===== config.mk =====
export PLATFORM = sky130hd
export DESIGN_NAME = mux_arb_nx1_flat
export DESIGN_NICKNAME = d
export VERILOG_FILES = /design/src/rtl/mux_arb_nx1_pkg.sv /design/src/rtl/mux_arb_nx1_if.sv /design/src/rtl/mux_arb_nx1_rr_pick.sv /design/src/rtl/mux_arb_nx1.sv /design/src/flat_wrapper.sv
export SDC_FILE = /design/constraint.sdc
export NUM_CORES = 1
export LEC_CHECK = 0
export ABC_AREA = 1
export CAP_MARGIN = 15
export CORE_ASPECT_RATIO = 1.5
export CORE_MARGIN = 2
export CORE_UTILIZATION = 35
export CTS_CLUSTER_SIZE = 28
export DETAILED_ROUTE_END_ITERATION = 8
export PLACE_DENSITY = 0.76
export REMOVE_ABC_BUFFERS = 1
export SLEW_MARGIN = 15
export SYNTH_ARGS = -nofsm -noshare
export SYNTH_HDL_FRONTEND = slang
export SYNTH_HIERARCHICAL = 1
export SYNTH_SLANG_ARGS = --single-unit
export TNS_END_PERCENT = 1

===== constraint.sdc =====
create_clock -name clk -period 3.2 [get_ports clk]
set_clock_uncertainty 0.2 [all_clocks]
set_input_delay 0.32 -clock clk [delete_from_list [all_inputs] [get_ports clk]]
set_output_delay 0.32 -clock clk [all_outputs]
set_load 0.01 [all_outputs]

===== src/rtl/mux_arb_nx1_pkg.sv =====
// Shared definitions for the N-to-1 registered mux/arbiter.
// Holds the mode encoding and the select-width helper.
package mux_pkg;

    typedef enum logic {
        MODE_FIXED = 1'b0,
        MODE_RR    = 1'b1
    } mode_e;

    // $clog2 with a floor of 1 so a 2-input mux still gets a 1-bit index
    function automatic int sel_w(input int n);
        return (n > 2) ? $clog2(n) : 1;
    endfunction

endpackage


===== src/rtl/mux_arb_nx1_if.sv =====
// Producer/consumer bundle for mux_arb_nx1.
// Ports: mode, sel, in_valid/in_data/in_ready, out_valid/out_data/out_src/out_ready.
interface mux_arb_nx1_if #(
    parameter int WIDTH = 32,
    parameter int N_IN  = 4,
    parameter int SELW  = mux_pkg::sel_w(N_IN)
);
    import mux_pkg::*;

    logic                  mode;
    logic [SELW-1:0]       sel;
    logic [N_IN-1:0]       in_valid;
    logic [N_IN*WIDTH-1:0] in_data;
    logic [N_IN-1:0]       in_ready;
    logic                  out_valid;
    logic [WIDTH-1:0]      out_data;
    logic [SELW-1:0]       out_src;
    logic                  out_ready;

    // Block side
    modport slave (
        input  mode, sel, in_valid, in_data, out_ready,
        output in_ready, out_valid, out_data, out_src
    );

    // Producer/consumer side
    modport master (
        output mode, sel, in_valid, in_data, out_ready,
        input  in_ready, out_valid, out_data, out_src
    );

endinterface


===== src/rtl/mux_arb_nx1_rr_pick.sv =====
// Combinational rotate-priority picker: first set req bit at or after ptr.
// Ports: req, ptr in; one-hot gnt, its index idx, and any out.
module rr_pick
    import mux_pkg::*;
#(
    parameter int N  = 4,
    parameter int SW = sel_w(N)
) (
    input  logic [N-1:0]  req,
    input  logic [SW-1:0] ptr,
    output logic [N-1:0]  gnt,
    output logic [SW-1:0] idx,
    output logic          any
);

    logic [SW-1:0] slot;

    always_comb begin
        gnt  = '0;
        idx  = '0;
        any  = 1'b0;
        slot = '0;
        for (int k = 0; k < N; k++) begin
            slot = SW'((int'(ptr) + k) % N);
            if (!any && req[slot]) begin
                any       = 1'b1;
                idx       = slot;
                gnt[slot] = 1'b1;
            end
        end
    end

endmodule


===== src/rtl/mux_arb_nx1.sv =====
// N-input registered mux with fixed-select or round-robin arbitration.
// Ports: clk, rst (sync, active-high), bus (mux_arb_nx1_if.slave).
module mux_arb_nx1
    import mux_pkg::*;
#(
    parameter int WIDTH = 32,
    parameter int N_IN  = 4
) (
    input  logic          clk,
    input  logic          rst,
    mux_arb_nx1_if.slave  bus
);

    localparam int SELW = sel_w(N_IN);
    localparam int NPAD = 2 ** SELW;

    logic [SELW-1:0]  ptrQ;
    logic             outValidQ;
    logic [WIDTH-1:0] outDataQ;
    logic [SELW-1:0]  outSrcQ;

    logic [N_IN-1:0]  rrGnt;
    logic [SELW-1:0]  rrIdx;
    logic             rrAny;

    logic [NPAD-1:0]  validPad;
    logic             fixAny;
    logic [N_IN-1:0]  fixGnt;
    logic             isRr;
    logic             candAny;
    logic [SELW-1:0]  candIdx;
    logic             canLoad;
    logic             grant;
    logic [N_IN-1:0]  inReady;
    logic [SELW-1:0]  ptrNext;

    rr_pick #(
        .N  (N_IN),
        .SW (SELW)
    ) uPick (
        .req (bus.in_valid),
        .ptr (ptrQ),
        .gnt (rrGnt),
        .idx (rrIdx),
        .any (rrAny)
    );

    // Padding to a power of two lets sel index safely when
    // N_IN is not a power of two; out-of-range sel reads 0.
    assign validPad = NPAD'(bus.in_valid);
    assign fixAny   = (int'(bus.sel) < N_IN) && validPad[bus.sel];
    assign fixGnt   = N_IN'(1) << bus.sel;

    assign isRr    = (bus.mode == MODE_RR);
    assign candAny = isRr ? rrAny : fixAny;
    assign candIdx = isRr ? rrIdx : bus.sel;

    // Drain and reload in one cycle is allowed
    assign canLoad = !outValidQ || bus.out_ready;
    assign grant   = candAny && canLoad && !rst;

    always_comb begin
        inReady = '0;
        if (grant) begin
            inReady = isRr ? rrGnt : fixGnt;
        end
    end

    assign ptrNext = (candIdx == SELW'(N_IN - 1))
                   ? '0 : candIdx + 1'b1;

    always_ff @(posedge clk) begin
        if (rst) begin
            outValidQ <= 1'b0;
            outDataQ  <= '0;
            outSrcQ   <= '0;
            ptrQ      <= '0;
        end else if (grant) begin
            outValidQ <= 1'b1;
            outDataQ  <= bus.in_data[int'(candIdx)*WIDTH +: WIDTH];
            outSrcQ   <= candIdx;
            if (isRr) begin
                ptrQ <= ptrNext;
            end
        end else if (outValidQ && bus.out_ready) begin
            outValidQ <= 1'b0;
        end
    end

    assign bus.in_ready  = inReady;
    assign bus.out_valid = outValidQ;
    assign bus.out_data  = outDataQ;
    assign bus.out_src   = outSrcQ;

endmodule


===== src/flat_wrapper.sv =====
// flat-port wrapper written by rule: the top's interface ports become plain ports
module mux_arb_nx1_flat import mux_pkg::*;
#(
    parameter int WIDTH = 32,
    parameter int N_IN  = 4
)
  (clk, rst, bus_mode, bus_sel, bus_in_valid, bus_in_data, bus_out_ready, bus_in_ready, bus_out_valid, bus_out_data, bus_out_src);
  mux_arb_nx1_if #(.WIDTH(WIDTH), .N_IN(N_IN)) bus_i ();
  input  logic clk;
  input  logic rst;
  input wire logic [$bits(bus_i.mode)-1:0] bus_mode;
  input wire logic [$bits(bus_i.sel)-1:0] bus_sel;
  input wire logic [$bits(bus_i.in_valid)-1:0] bus_in_valid;
  input wire logic [$bits(bus_i.in_data)-1:0] bus_in_data;
  input wire logic [$bits(bus_i.out_ready)-1:0] bus_out_ready;
  output wire logic [$bits(bus_i.in_ready)-1:0] bus_in_ready;
  output wire logic [$bits(bus_i.out_valid)-1:0] bus_out_valid;
  output wire logic [$bits(bus_i.out_data)-1:0] bus_out_data;
  output wire logic [$bits(bus_i.out_src)-1:0] bus_out_src;
  assign bus_i.mode = bus_mode;
  assign bus_i.sel = bus_sel;
  assign bus_i.in_valid = bus_in_valid;
  assign bus_i.in_data = bus_in_data;
  assign bus_i.out_ready = bus_out_ready;
  assign bus_in_ready = bus_i.in_ready;
  assign bus_out_valid = bus_i.out_valid;
  assign bus_out_data = bus_i.out_data;
  assign bus_out_src = bus_i.out_src;
  mux_arb_nx1 #(.WIDTH(WIDTH), .N_IN(N_IN)) u_core (.clk(clk), .rst(rst), .bus(bus_i));
endmodule

==> key figures <==
Outcome
  • Run status: completed

Yosys
  • Synthesized instance count: 624
  • Top_reg_cell synth: dfxtp_1
  • Synth Register Bits: 37
  • Synth warnings: 6
  • Post-synth ARST share: 0%
  • Mean Syn Cell Area: 5.47 µm²
  • Syn Std Cell Area: 3420 µm²
  • Unique masters post-synth: 26
  • Yosys top cell by area: nand2_1
  • Post-synth top cells: 198 x nand2_1, 113 x inv_1, 71 x nand3_1
  • Register area share after synthesis: 21.7%
  • Top cells by area, synth: nand2_1 22%, dfxtp_1 22%, inv_1 12%
  • Post-synth EDFFs: 0
  • Top-count cell post-synth: nand2_1
  • Yosys top cell area share: 21.8%

Floorplanning
  • Placeable core area: 9580 µm²
  • Starting Density: 35.7%
  • Die Wd: 84.7 µm
  • Die height: 125 µm
  • # rows: 44
  • Die ar.: 10600 µm²
  • I/O Pins: 177

Global routing
  • Total grt overflow: 0
  • First-pass GRT wire length: 19.0 mm
  • Pin count of the biggest net entering global routing: 49
  • Gr usage total: 22.0%
  • Antenna violations before repair: 0
  • Vias in the first global route: 4288

Layout
  • Nets@finish: 935
  • Antenna cells: 0
  • Share of cells above drive strength 1: 6.05%
  • Finished Core Util: 57.1%
  • Area growth syn-to-layout: 60.2%
  • Design area: 5470 µm²

Place
  • Post-DP HPWL: 8.92 mm
  • Final Wtd Congestion: 0.922
  • Placed cell areas: 5270 µm²
  • Port Buffers: 176

Clock tree
  • Clk pin slew, worst setup/hold paths: 50 ps
  • Root buf cell: clkbuf_16
  • Cts bufs inserted: 5
  • Clock latency on the worst-skew pair: 280 ps
  • CTS tree: yes
  • Clock Sinks: 37
  • Max Root-Sink Buffers: 2
  • # hold bufs at CTS: 0
  • H-Tree Depth: 2

Routing
  • Routed Antenna Nets: 0
  • DRT Pass-1 Iters: 5
  • Via count: 4365
  • DR WL/cell: 12.8 µm
  • DR iter-0 viols: 176
  • Vias per cell: 4.81
  • Total Wirelength: 11.6 mm
  • DRC: 0

Timing
  • Minimum clock period: 3030 ps
  • Final hold vios: 0
  • Relative slew slack: 68.4%
  • Final setup viols: 0
  • Hold_ws: 262 ps
  • Max Fclk: 330 MHz
  • Final period util: 94.6%
  • Tightest Pin Transition: 475 ps
  • Slew Viols, Final: 0

Critical path
  • CP arrival: 2510 ps
  • Crit path capture type: output pin
  • Worst setup SP type: flop
  • Worst Path Max Fanout: 5
  • Crit Path Category: flop to output pin
  • CP Data Required Time: 2680 ps

Pwr
  • Leak Pwr: 2.69 nW
  • Power, Total: 2.10 mW
  • VDD IR max: 286 µV
  • Power density over the cells: 384 nW/µm²

Run
  • Max-Cap Viols: 0

Min path
  • Min-Delay Path Class: flop to flop
==> placed cells by master (no fill, tap or decap), types with 2 or more instances in the layout <==
| cell type | Yosys | layout |
|---|---|---|
| o211ai_1 | 2 | 2 |
| nand4_1 | 9 | 9 |
| a21boi_0 | 4 | 4 |
| o21ai_1 | 10 | 10 |
| dlymetal6s2s_1 | 0 | 2 |
| a21oi_1 | 31 | 31 |
| buf_4 | 5 | 16 |
| nor2_1 | 50 | 49 |
| inv_1 | 113 | 113 |
| clkbuf_16 | 0 | 5 |
| o21ai_0 | 20 | 20 |
| clkdlybuf4s50_1 | 0 | 174 |
| nand2_1 | 198 | 198 |
| inv_2 | 3 | 3 |
| nand3b_1 | 19 | 19 |
| nand2_2 | 13 | 13 |
| buf_12 | 0 | 2 |
| nor2_4 | 1 | 2 |
| ha_1 | 5 | 4 |
| nand3_1 | 71 | 71 |
| dfxtp_1 | 37 | 37 |
==> report_power, final <==
part           switching (mW)  leakage, nW  internal (mW)
registers              0.0258        0.305          0.513
clock network           0.183       0.0841          0.389
logic                   0.522         2.30          0.471
total                   0.731         2.69           1.37
==> sequential cells by signal, indices dropped and copies added, names as in the netlist <==
signal                count
u_core/bus.out_src        2
u_core/bus.out_data      32
u_core/bus.out_valid      1
u_core/ptrQ               2
==> repair_timing <==
item | CTS | global route
setup endpoints to repair | 0 | 4
setup buffers | 0 | 2
gates resized for setup | 0 | 5
hold endpoints to repair | 0 | 0
==> final cells by class <==
class                           count  area, µm²
Timing Repair Buffer              194       1930
Clock buffer                        7        143
Inverter                          117        442
Sequential cell                    37        741
Clock inverter                      1       30.0
Fill cell                         973       4110
Multi-Input combinational cell    437       2050
Tap cell                          115        144
==> final timing paths <==
kind                                              start                       to  slack, ps  cells after the start
worst max-delay path                     u_core/ptrQ[1]          bus_in_ready[0]        170                     12
worst min register to register  u_core/bus.out_data[22]  u_core/bus.out_data[22]        260                      2
worst min-delay path            u_core/bus.out_data[22]  u_core/bus.out_data[22]        260                      2
worst max register to register           u_core/ptrQ[1]   u_core/bus.out_data[6]        500                     16
==> cells by family (layout without fill, tap and decap cells) <==
group / Yosys count / in the layout / share of synthesized area [%]
compound gates: 68 / 68 / 10.5
buf+inv: 150 / 319 / 18.7
simple gates: 364 / 364 / 47.3
fa+ha+maj: 5 / 5 / 1.83
flops: 37 / 37 / 21.7
==> routing by layer <==
| metal | track usage [%] | vias up | share of wire (%) |
|---|---|---|---|
| met5 | 0 | - | 0 |
| met4 | 11.0 | 0 | 3.9 |
| met3 | 3.10 | 31 | 5.5 |
| met2 | 41.2 | 147 | 52 |
| met1 | 23.4 | 1939 | 38 |
| li1 | - | 2248 | - |
==> worst max-delay path, cell delays in order (launching register included) <==
cell and delay, ps:
dfxtp_1 330, inv_1 60, ha_2 370, inv_1 90, nand2_1 90, nand2_2 60
nor2_4 130, nand4_1 110, o211ai_1 220, inv_1 110, nand2_2 120, nor2_1 50
clkdlybuf4s50_1 470
==> stage by stage <==
stage	setup TNS, ps	setup slack [ps]	std cells
after floorplan	-1150	-66.4	591
after global routing	-5.42	-4.79	908
after CTS	0	0.932	906
after global placement	0	185	898
after detailed placement	0	128	898
final	0	174	908
Note: power is estimated with default switching activity, not from simulation.
